## src/rtl/fp_norm_pkg.sv

```systemverilog
// Shared definitions for the FP adder post-addition normaliser.
//   cls_e     : class of a raw sum, decided in stage 1
//   *_DEF     : default exponent / mantissa widths
//   EXP_MAX() : all-ones biased exponent (infinity / NaN encoding)
package fp_norm_pkg;

  typedef enum logic [1:0] {
    ZERO,
    CARRY,
    NORM
  } cls_e;

  localparam int EXP_W_DEF = 8;
  localparam int MAN_W_DEF = 25;

  function automatic int EXP_MAX(input int exp_w);
    return (1 << exp_w) - 1;
  endfunction

endpackage

```

## src/rtl/fp_lzc.sv

```systemverilog
// Leading-zero counter, purely combinational.
//   in_bits : W-bit operand, MSB first
//   cnt     : number of leading zeros; all-zero input gives W
// Binary priority tree: the operand is padded on the LSB side with ones up
// to the next power of two, so the tree never sees an all-zero word and
// the all-zero operand naturally counts to exactly W.
module fp_lzc #(
  parameter int W = 24,
  localparam int CW = $clog2(W + 1)
) (
  input  logic [W-1:0]  in_bits,
  output logic [CW-1:0] cnt
);

  localparam int P = 1 << CW;

  logic [P-1:0] x;
  assign x = {in_bits, {(P - W){1'b1}}};

  always_comb begin
    logic [P-1:0]         vv;
    logic [P-1:0][CW-1:0] cc;
    vv = x;
    cc = '0;
    // Level k merges pairs in place: node n takes children 2n (low) and
    // 2n+1 (high). A zero high half adds 2^k and defers to the low half.
    for (int k = 0; k < CW; k++) begin
      for (int n = 0; n < (P >> (k + 1)); n++) begin
        if (vv[2*n+1]) cc[n] = cc[2*n+1];
        else           cc[n] = cc[2*n] | CW'(1 << k);
        vv[n] = vv[2*n+1] | vv[2*n];
      end
    end
    cnt = cc[0];
  end

endmodule

```

## src/rtl/fp_add_normaliser_pipe.sv

```systemverilog
// Two-stage post-addition normaliser between the mantissa adder and the
// rounding/packing stage.
//   clk, reset           : clock, async active-high reset
//   in_valid/in_ready    : upstream handshake; in_sign/in_e/in_m/in_tag raw sum
//   out_valid/out_ready  : downstream handshake
//   out_sign/out_tag     : passed through
//   out_e/out_m          : normalised exponent / mantissa (carry bit always 0)
//   out_guard            : bit shifted out by a carry right-shift
//   out_zero/ovf/unf     : exact zero / overflow to infinity / denormal
// Stage 1 classifies the sum and counts leading zeros; stage 2 shifts and
// adjusts the exponent. Each stage stalls only when it is full and the
// stage after it cannot drain, so throughput is one op per cycle.
module fp_add_normaliser_pipe
  import fp_norm_pkg::*;
#(
  parameter int EXP_W = EXP_W_DEF,
  parameter int MAN_W = MAN_W_DEF,
  parameter int TAG_W = 4
) (
  input  logic             clk,
  input  logic             reset,
  input  logic             in_valid,
  output logic             in_ready,
  input  logic             in_sign,
  input  logic [EXP_W-1:0] in_e,
  input  logic [MAN_W-1:0] in_m,
  input  logic [TAG_W-1:0] in_tag,
  output logic             out_valid,
  input  logic             out_ready,
  output logic             out_sign,
  output logic [EXP_W-1:0] out_e,
  output logic [MAN_W-1:0] out_m,
  output logic             out_guard,
  output logic [TAG_W-1:0] out_tag,
  output logic             out_zero,
  output logic             out_ovf,
  output logic             out_unf
);

  localparam int LZW = $clog2(MAN_W);

  logic [2:1]       vld_pipe_q, vld_pipe_d;
  logic             s1_ready, s2_ready;
  logic [LZW-1:0]   lzc_w;

  logic             s1_sign_q, s1_sign_d;
  logic [EXP_W-1:0] s1_e_q, s1_e_d;
  logic [MAN_W-1:0] s1_m_q, s1_m_d;
  logic [TAG_W-1:0] s1_tag_q, s1_tag_d;
  cls_e             s1_cls_q, s1_cls_d;
  logic [LZW-1:0]   s1_lzc_q, s1_lzc_d;

  logic             out_sign_q, out_sign_d;
  logic [EXP_W-1:0] out_e_q, out_e_d;
  logic [MAN_W-1:0] out_m_q, out_m_d;
  logic             out_guard_q, out_guard_d;
  logic [TAG_W-1:0] out_tag_q, out_tag_d;
  logic             out_zero_q, out_zero_d;
  logic             out_ovf_q, out_ovf_d;
  logic             out_unf_q, out_unf_d;

  logic [EXP_W:0]   e_inc, lzc_x;

  fp_lzc #(.W(MAN_W - 1)) u_lzc (
    .in_bits (in_m[MAN_W-2:0]),
    .cnt     (lzc_w)
  );

  // Handshake and stage 1
  always_comb begin
    s2_ready      = !vld_pipe_q[2] || out_ready;
    s1_ready      = !vld_pipe_q[1] || s2_ready;
    vld_pipe_d[1] = s1_ready ? in_valid : vld_pipe_q[1];
    vld_pipe_d[2] = s2_ready ? vld_pipe_q[1] : vld_pipe_q[2];

    s1_sign_d = s1_sign_q;
    s1_e_d    = s1_e_q;
    s1_m_d    = s1_m_q;
    s1_tag_d  = s1_tag_q;
    s1_cls_d  = s1_cls_q;
    s1_lzc_d  = s1_lzc_q;
    if (in_valid && s1_ready) begin
      s1_sign_d = in_sign;
      s1_e_d    = in_e;
      s1_m_d    = in_m;
      s1_tag_d  = in_tag;
      s1_lzc_d  = lzc_w;
      if (in_m == '0)        s1_cls_d = ZERO;
      else if (in_m[MAN_W-1]) s1_cls_d = CARRY;
      else                   s1_cls_d = NORM;
    end
  end

  assign in_ready = s1_ready;

  // Stage 2: exponent compares are one bit wider so they never wrap
  assign e_inc = {1'b0, s1_e_q} + (EXP_W+1)'(1);
  assign lzc_x = (EXP_W+1)'(s1_lzc_q);

  always_comb begin
    out_sign_d  = out_sign_q;
    out_e_d     = out_e_q;
    out_m_d     = out_m_q;
    out_guard_d = out_guard_q;
    out_tag_d   = out_tag_q;
    out_zero_d  = out_zero_q;
    out_ovf_d   = out_ovf_q;
    out_unf_d   = out_unf_q;
    if (vld_pipe_q[1] && s2_ready) begin
      out_sign_d  = s1_sign_q;
      out_tag_d   = s1_tag_q;
      out_guard_d = 1'b0;
      out_zero_d  = 1'b0;
      out_ovf_d   = 1'b0;
      out_unf_d   = 1'b0;
      unique case (s1_cls_q)
        ZERO: begin
          out_e_d    = '0;
          out_m_d    = '0;
          out_zero_d = 1'b1;
        end
        CARRY: begin
          if (e_inc >= (EXP_W+1)'(EXP_MAX(EXP_W))) begin
            out_e_d   = '1;
            out_m_d   = '0;
            out_ovf_d = 1'b1;
          end else begin
            out_e_d     = s1_e_q + EXP_W'(1);
            out_m_d     = s1_m_q >> 1;
            out_guard_d = s1_m_q[0];
          end
        end
        default: begin
          if (lzc_x < {1'b0, s1_e_q}) begin
            out_m_d = s1_m_q << s1_lzc_q;
            out_e_d = s1_e_q - EXP_W'(s1_lzc_q);
          end else begin
            // Exponent runs out first: shift only down to the denormal
            // position (e=1 scale), or not at all if already at e=0.
            out_m_d   = (s1_e_q == '0) ? s1_m_q : (s1_m_q << (s1_e_q - EXP_W'(1)));
            out_e_d   = '0;
            out_unf_d = 1'b1;
          end
        end
      endcase
    end
  end

  always_ff @(posedge clk or posedge reset) begin
    if (reset) begin
      vld_pipe_q  <= '0;
      s1_sign_q   <= 1'b0;
      s1_e_q      <= '0;
      s1_m_q      <= '0;
      s1_tag_q    <= '0;
      s1_cls_q    <= ZERO;
      s1_lzc_q    <= '0;
      out_sign_q  <= 1'b0;
      out_e_q     <= '0;
      out_m_q     <= '0;
      out_guard_q <= 1'b0;
      out_tag_q   <= '0;
      out_zero_q  <= 1'b0;
      out_ovf_q   <= 1'b0;
      out_unf_q   <= 1'b0;
    end else begin
      vld_pipe_q  <= vld_pipe_d;
      s1_sign_q   <= s1_sign_d;
      s1_e_q      <= s1_e_d;
      s1_m_q      <= s1_m_d;
      s1_tag_q    <= s1_tag_d;
      s1_cls_q    <= s1_cls_d;
      s1_lzc_q    <= s1_lzc_d;
      out_sign_q  <= out_sign_d;
      out_e_q     <= out_e_d;
      out_m_q     <= out_m_d;
      out_guard_q <= out_guard_d;
      out_tag_q   <= out_tag_d;
      out_zero_q  <= out_zero_d;
      out_ovf_q   <= out_ovf_d;
      out_unf_q   <= out_unf_d;
    end
  end

  assign out_valid = vld_pipe_q[2];
  assign out_sign  = out_sign_q;
  assign out_e     = out_e_q;
  assign out_m     = out_m_q;
  assign out_guard = out_guard_q;
  assign out_tag   = out_tag_q;
  assign out_zero  = out_zero_q;
  assign out_ovf   = out_ovf_q;
  assign out_unf   = out_unf_q;

endmodule

```

## config.mk

```make
export PLATFORM = sky130hd
export DESIGN_NAME = fp_add_normaliser_pipe
export DESIGN_NICKNAME = d
export VERILOG_FILES = /design/src/rtl/fp_norm_pkg.sv /design/src/rtl/fp_lzc.sv /design/src/rtl/fp_add_normaliser_pipe.sv
export SDC_FILE = /design/constraint.sdc
export NUM_CORES = 1
export LEC_CHECK = 0
export CAP_MARGIN = 25
export CORE_ASPECT_RATIO = 0.7
export CORE_MARGIN = 2
export CORE_UTILIZATION = 40
export DETAILED_ROUTE_END_ITERATION = 16
export GPL_ROUTABILITY_DRIVEN = 0
export HOLD_SLACK_MARGIN = 0.05
export REMOVE_ABC_BUFFERS = 1
export SYNTH_ARGS = -nofsm -noshare
export SYNTH_HDL_FRONTEND = slang
export SYNTH_SLANG_ARGS = --single-unit
```

## constraint.sdc

```tcl
create_clock -name clk -period 3.67 [get_ports clk]
set_input_delay 0.5505 -clock clk [delete_from_list [all_inputs] [get_ports clk]]
set_output_delay 0.5505 -clock clk [all_outputs]
set_load 0.02 [all_outputs]
```

==> impl_metrics.tcl <==
set metrics [dict create \
    status "finished clean" \
    placed_cell_area_um2 8590 \
    cts-root-buf "clkbuf_16" \
    final-max-slew-violation-count 0 \
    fin_total_pwr_w 0.00478 \
    synth-edff-count 0 \
    synth_top_family_by_area "multiplexers" \
    fp.coreArea_um2 18200 \
    ys.flop_type "dfrtp_1" \
    period_needed_ns 3.33 \
    synth-seq-cells 89 \
    grt_usage_pct 26.6 \
    syn-instance-count 867 \
    maxSlewHeadroom_pct 36.0 \
    drtIter0Drc 1040 \
    grt_pass1_wl_um 40300 \
    initial_utilization_pct 41.3 \
    die_h_um 119 \
    skew_ns 0.00678 \
    fin_crit_sh_pct 90.8 \
    r2r_slack_ns 0.34 \
    clock_latency_ns 0.36 \
    hold_buffers 0 \
    grt_max_degree 55 \
    wl_per_cell_um 23.1 \
    max-cap-violations 0 \
    vias 7321 \
    setup_violations 0 \
    die_w_um 168 \
    tns_ns 0 \
    hold_viol_final 0 \
    cts_tree "done" \
    ioPinCount 86 \
    cts_made_buffers 9 \
    overflow 0 \
    power_density_nw_per_um2 535 \
    avgSynthCellArea_um2 8.67 \
    firstDrtPassIters 6 \
    seq_area_frac_synth_pct 29.6 \
    areaGrowthSynthToFinish_pct 18.7 \
    yosys.area_share.simple_pct 19.1 \
    final_cell_area_um2 8920 \
    synthMuxAreaShare_pct 22.4 \
    max_freq_mhz 300 \
    fillers 1702 \
    antenna_cells 0 \
    die-area_um2 19900 \
    yosysUniqueCellTypes 82 \
    tightest_slew_ns 0.953 \
    routed_wl_um 26700 \
    route.detailed.drc 0 \
    place.port_buffers 85 \
    hold_path_class "flip-flop to flip-flop" \
    worstPathRequired_ns 3.89 \
    rows 41 \
    clkTransAtPathRegs_ns 0.07 \
    drive_gt1_share_pct 16.9 \
    p_leak_nw 3.58 \
    start_kind "flip-flop" \
    crit_fanout 18 \
    synth_compound_area_share_pct 20.3 \
    vias_per_cell 6.34 \
    final_nets 966 \
    h-tree-depth 3 \
    rsz0062_at_grt "no" \
    async_flop_share_pct 100 \
    cts_buffer_depth 2 \
    worst-endpoint-arrival_ns 3.56 \
    setup_slack_ns 0.337 \
    path_class "flip-flop to flip-flop" \
    synth_fa_ha_area_share_pct 1.76 \
    mappedNetlistArea_um2 7520 \
    dp_hpwl_um 19200 \
    fin_util_pct 49.0 \
    ctsResizeCount 0 \
    end_kind "flip-flop" \
    yosys_warnings 0 \
    grt_pass1_vias 6530 \
    post_cts_buffers 0 \
    postRouteAntennaNets 0 \
    dp_slack_ns 0.457 \
    synthXorXnorAreaFrac_pct 1.63 \
    antenna_found_initial 0 \
    cts_sinks 89 \
    peakVddDrop_mv 0.217 \
]
==> final cells by class <==
| cell class | instances | area [um^2] | share of cell area (%) |
|---|---|---|---|
| clock buffers | 9 | 225 | 2.52 |
| clock inverters | 7 | 106 | 1.19 |
| inverters | 18 | 70.1 | 0.785 |
| multi-input cells | 681 | 4910 | 55.0 |
| flip-flops and latches | 89 | 2230 | 25.0 |
| well taps | 236 | 295 | 3.31 |
| repair buffers | 115 | 1090 | 12.2 |
==> cells in the final DEF, fill, tap and decap left out, types with 24 or more instances in the layout <==
cell type        instances
mux2i_1                 48
nor3_1                  28
mux4_2                  24
buf_4                   29
dfrtp_1                 89
mux2_2                  59
nand2_1                133
o21ai_0                 51
a21oi_1                 39
nor2_1                  66
clkdlybuf4s50_1         85
==> kinds of logic after synthesis <==
kind of cell / Yosys count
AOI/OAI and AO/OA: 215
xor gates and xnor gates: 14
adders and majority gates: 10
buffers and inverters: 97
DFF: 89
muxes: 131
and+or+nand+nor: 311
==> critical path, cell delays in order, from the launching register on <==
cell and delay (ns):
dfrtp_1 0.79, ha_1 0.40, a211oi_1 0.31, o21a_1 0.24, o21a_1 0.51, nand2_1 0.30, a2111oi_0 0.48, o32ai_1 0.15
==> cell usage after synthesis, drive strengths merged, types with 10 or more instances <==
master | instances | area, um^2
inv | 18 | 67.6
mux4 | 24 | 541
nor3 | 28 | 140
a21oi | 39 | 195
mux2 | 59 | 664
clkbuf | 61 | 229
nor2 | 66 | 248
dfrtp | 89 | 2230
a211oi | 18 | 140
o31ai | 10 | 80.1
mux2i | 48 | 480
nand3 | 24 | 125
nand2 | 135 | 507
and3 | 12 | 80.1
o21ai | 51 | 255
buf | 18 | 95.1
a221o | 11 | 110
==> metrics by stage <==
stage               hold slack, ns  cells
CTS                          0.466   1155
floorplan                    0.433    788
global placement             0.442   1139
finish                       0.467   1155
detailed placement           0.451   1139
global route                 0.478   1155
==> routing by layer <==
metal	GRT usage, %	wire length [um]	share of wire, %	vias to the layer above
li1	-	-	-	3311
met4	7.17	596	2.2	0
met3	8.71	3600	14	46
met5	0.256	0	0	-
met1	41.8	12100	46	3501
met2	33.8	10300	39	463
==> state kept, by name, indices dropped and copies added, names as in the netlist <==
name and flops:
s1_m_q 25, out_e 8, s1_lzc_q 5, s1_tag_q 4, out_guard 1, vld_pipe_q 2
out_unf 1, out_zero 1, s1_cls_q 2, out_sign 1, out_tag 4, s1_e_q 8
out_ovf 1, s1_sign_q 1, out_m 25
==> path summary, 6_finish.rpt <==
check,startpoint,end,depth (start not counted)
hold / removal,s1_tag_q[2],out_tag[2],2
max in group asynchronous,reset,out_m[11],3
setup reg to reg,s1_e_q[2],out_m[19],7
min in group asynchronous,reset,vld_pipe_q[1],2
hold reg to reg,s1_tag_q[2],out_tag[2],2
setup / recovery,s1_e_q[2],out_m[19],7
==> report_power, final <==
group	internal [W]	switching (W)	total, W
logic	0.000999	0.00122	0.00222
registers	0.00117	0.000333	0.00150
clock network	0.000610	0.000447	0.00106
total	0.00277	0.00200	0.00478
No activity file was read; power rests on OpenSTA's default activity.
==> edit: new RTL, same flow settings <==
The 3 values of `cls_e` get a one-hot encoding in 3 bits.
--- a/src/rtl/fp_norm_pkg.sv
+++ b/src/rtl/fp_norm_pkg.sv
@@ -4,10 +4,10 @@
 //   EXP_MAX() : all-ones biased exponent (infinity / NaN encoding)
 package fp_norm_pkg;
 
-  typedef enum logic [1:0] {
-    ZERO,
-    CARRY,
-    NORM
+  typedef enum logic [2:0] {
+    ZERO  = 3'b001,
+    CARRY = 3'b010,
+    NORM  = 3'b100
   } cls_e;
 
   localparam int EXP_W_DEF = 8;
Function: no difference found for any inputs over 4 cycles, from zero or initial values and one cycle with reset high; so few cycles prove little.
==> edit against the unedited design <==
- worst setup slack improved by 0.077 ns
- clock power fell by 11%
- power fell by 0.58%
- routed wire length fell by 1.5%
- die area barely moved
- sequential cell count rose by 1
- count of clock-buffer cells in the layout rose by 1
- sequential share of layout area rose by 0.45 points
- area after synthesis barely moved
- final area fell by 0.63%
- critical path type unchanged
- critical endpoint is now out_m[23]$_DFFE_PP0P_
==> edit: results (changes against the unedited design) <==
final_cell_count_no_fill: 1217  # was 1155
power_frac_clock_pct: 19.8  # was 22.1%
grt_max_degree: 50  # was 55
synth-compound-area-share_pct: 20.8  # was 20.3%
multi_input_area_um2: 4810  # was 4910 um^2
use_met2_pct: 36.2  # was 33.8%
clock_buffers: 10  # was 9
finalWirelength_mm: 26.3  # was 26.7 mm
grt_first_pass_wirelength_mm: 40.9  # was 40.3 mm
reg2reg_setup_slack_ns: 0.41  # was 0.34 ns
use_met3_pct: 8.98  # was 8.71%
num_vias: 7535  # was 7321
drive_gt1_share_pct: 12.3  # was 16.9%
gr-usage-all-layers_pct: 26.5  # was 26.6%
p_switching_mw: 2.07  # was 2.00 mW
cp_max_fo: 14  # was 18
route.met2.wl_mm: 10.6  # was 10.3 mm
buffers: 125  # was 115
p_comb_mw: 2.34  # was 2.22 mW
syn-instance-count: 927  # was 867
post-place-cells: 1201  # was 1139
synth.area.top_cells: "dfrtp_1 30%, nand2_1 12%, mux4_2 7.5%, mux2i_1 6.0%, o21ai_0 3.1%"  # was dfrtp_1 30%, mux2_2 8.8%, mux4_2 7.2%, nand2_1 6.7%, mux2i_1 6.4%
drt_pass1_iterations: 7  # was 6
seq_area_share_pct: 25.4  # was 25.0%
critical-path-max-stage-delay_ns: 0.85  # was 0.79 ns
fillers: 1771  # was 1702
design.seq.count: 90  # was 89
power_density_nw_per_um2: 535  # about the same
placed_area_um2: 8580  # was 8590 um^2
fmax_mhz: 307  # was 300 MHz
synth-xor-area-share_pct: 1.86  # was 1.63%
pre_cts_ws_ns: 0.518  # was 0.457 ns
skew_ns: 0.00650  # was 0.00678 ns
peakVddDrop_uv: 247  # was 217 uV
status: "completed"  # unchanged
edit: changes by cell type after synthesis, sizes merged, moves of 6 or more:
cell    delta
a22oi      +8
a211oi    -12
o22ai      -6
nand2b     +8
mux2      -43
nor2       -7
o21ai      +7
buf       +10
a221oi     +7
and3       -6
nand2     +96
edit: path summary, 6_finish.rpt:
| kind | from | endpoint | depth (start not counted) |
|---|---|---|---|
| min reg2reg | s1_tag_q[0]$_DFFE_PP0P_ | out_tag[0]$_DFFE_PP0P_ | 2 |
| max | s1_e_q[2]$_DFFE_PP0P_ | out_m[23]$_DFFE_PP0P_ | 8 |
| max reg2reg | s1_e_q[2]$_DFFE_PP0P_ | out_m[23]$_DFFE_PP0P_ | 8 |
| max in group asynchronous | reset | out_m[5]$_DFFE_PP0P_ | 3 |
| min in group asynchronous | reset | out_zero$_DFFE_PP0P_ | 2 |
| min | s1_tag_q[0]$_DFFE_PP0P_ | out_tag[0]$_DFFE_PP0P_ | 2 |
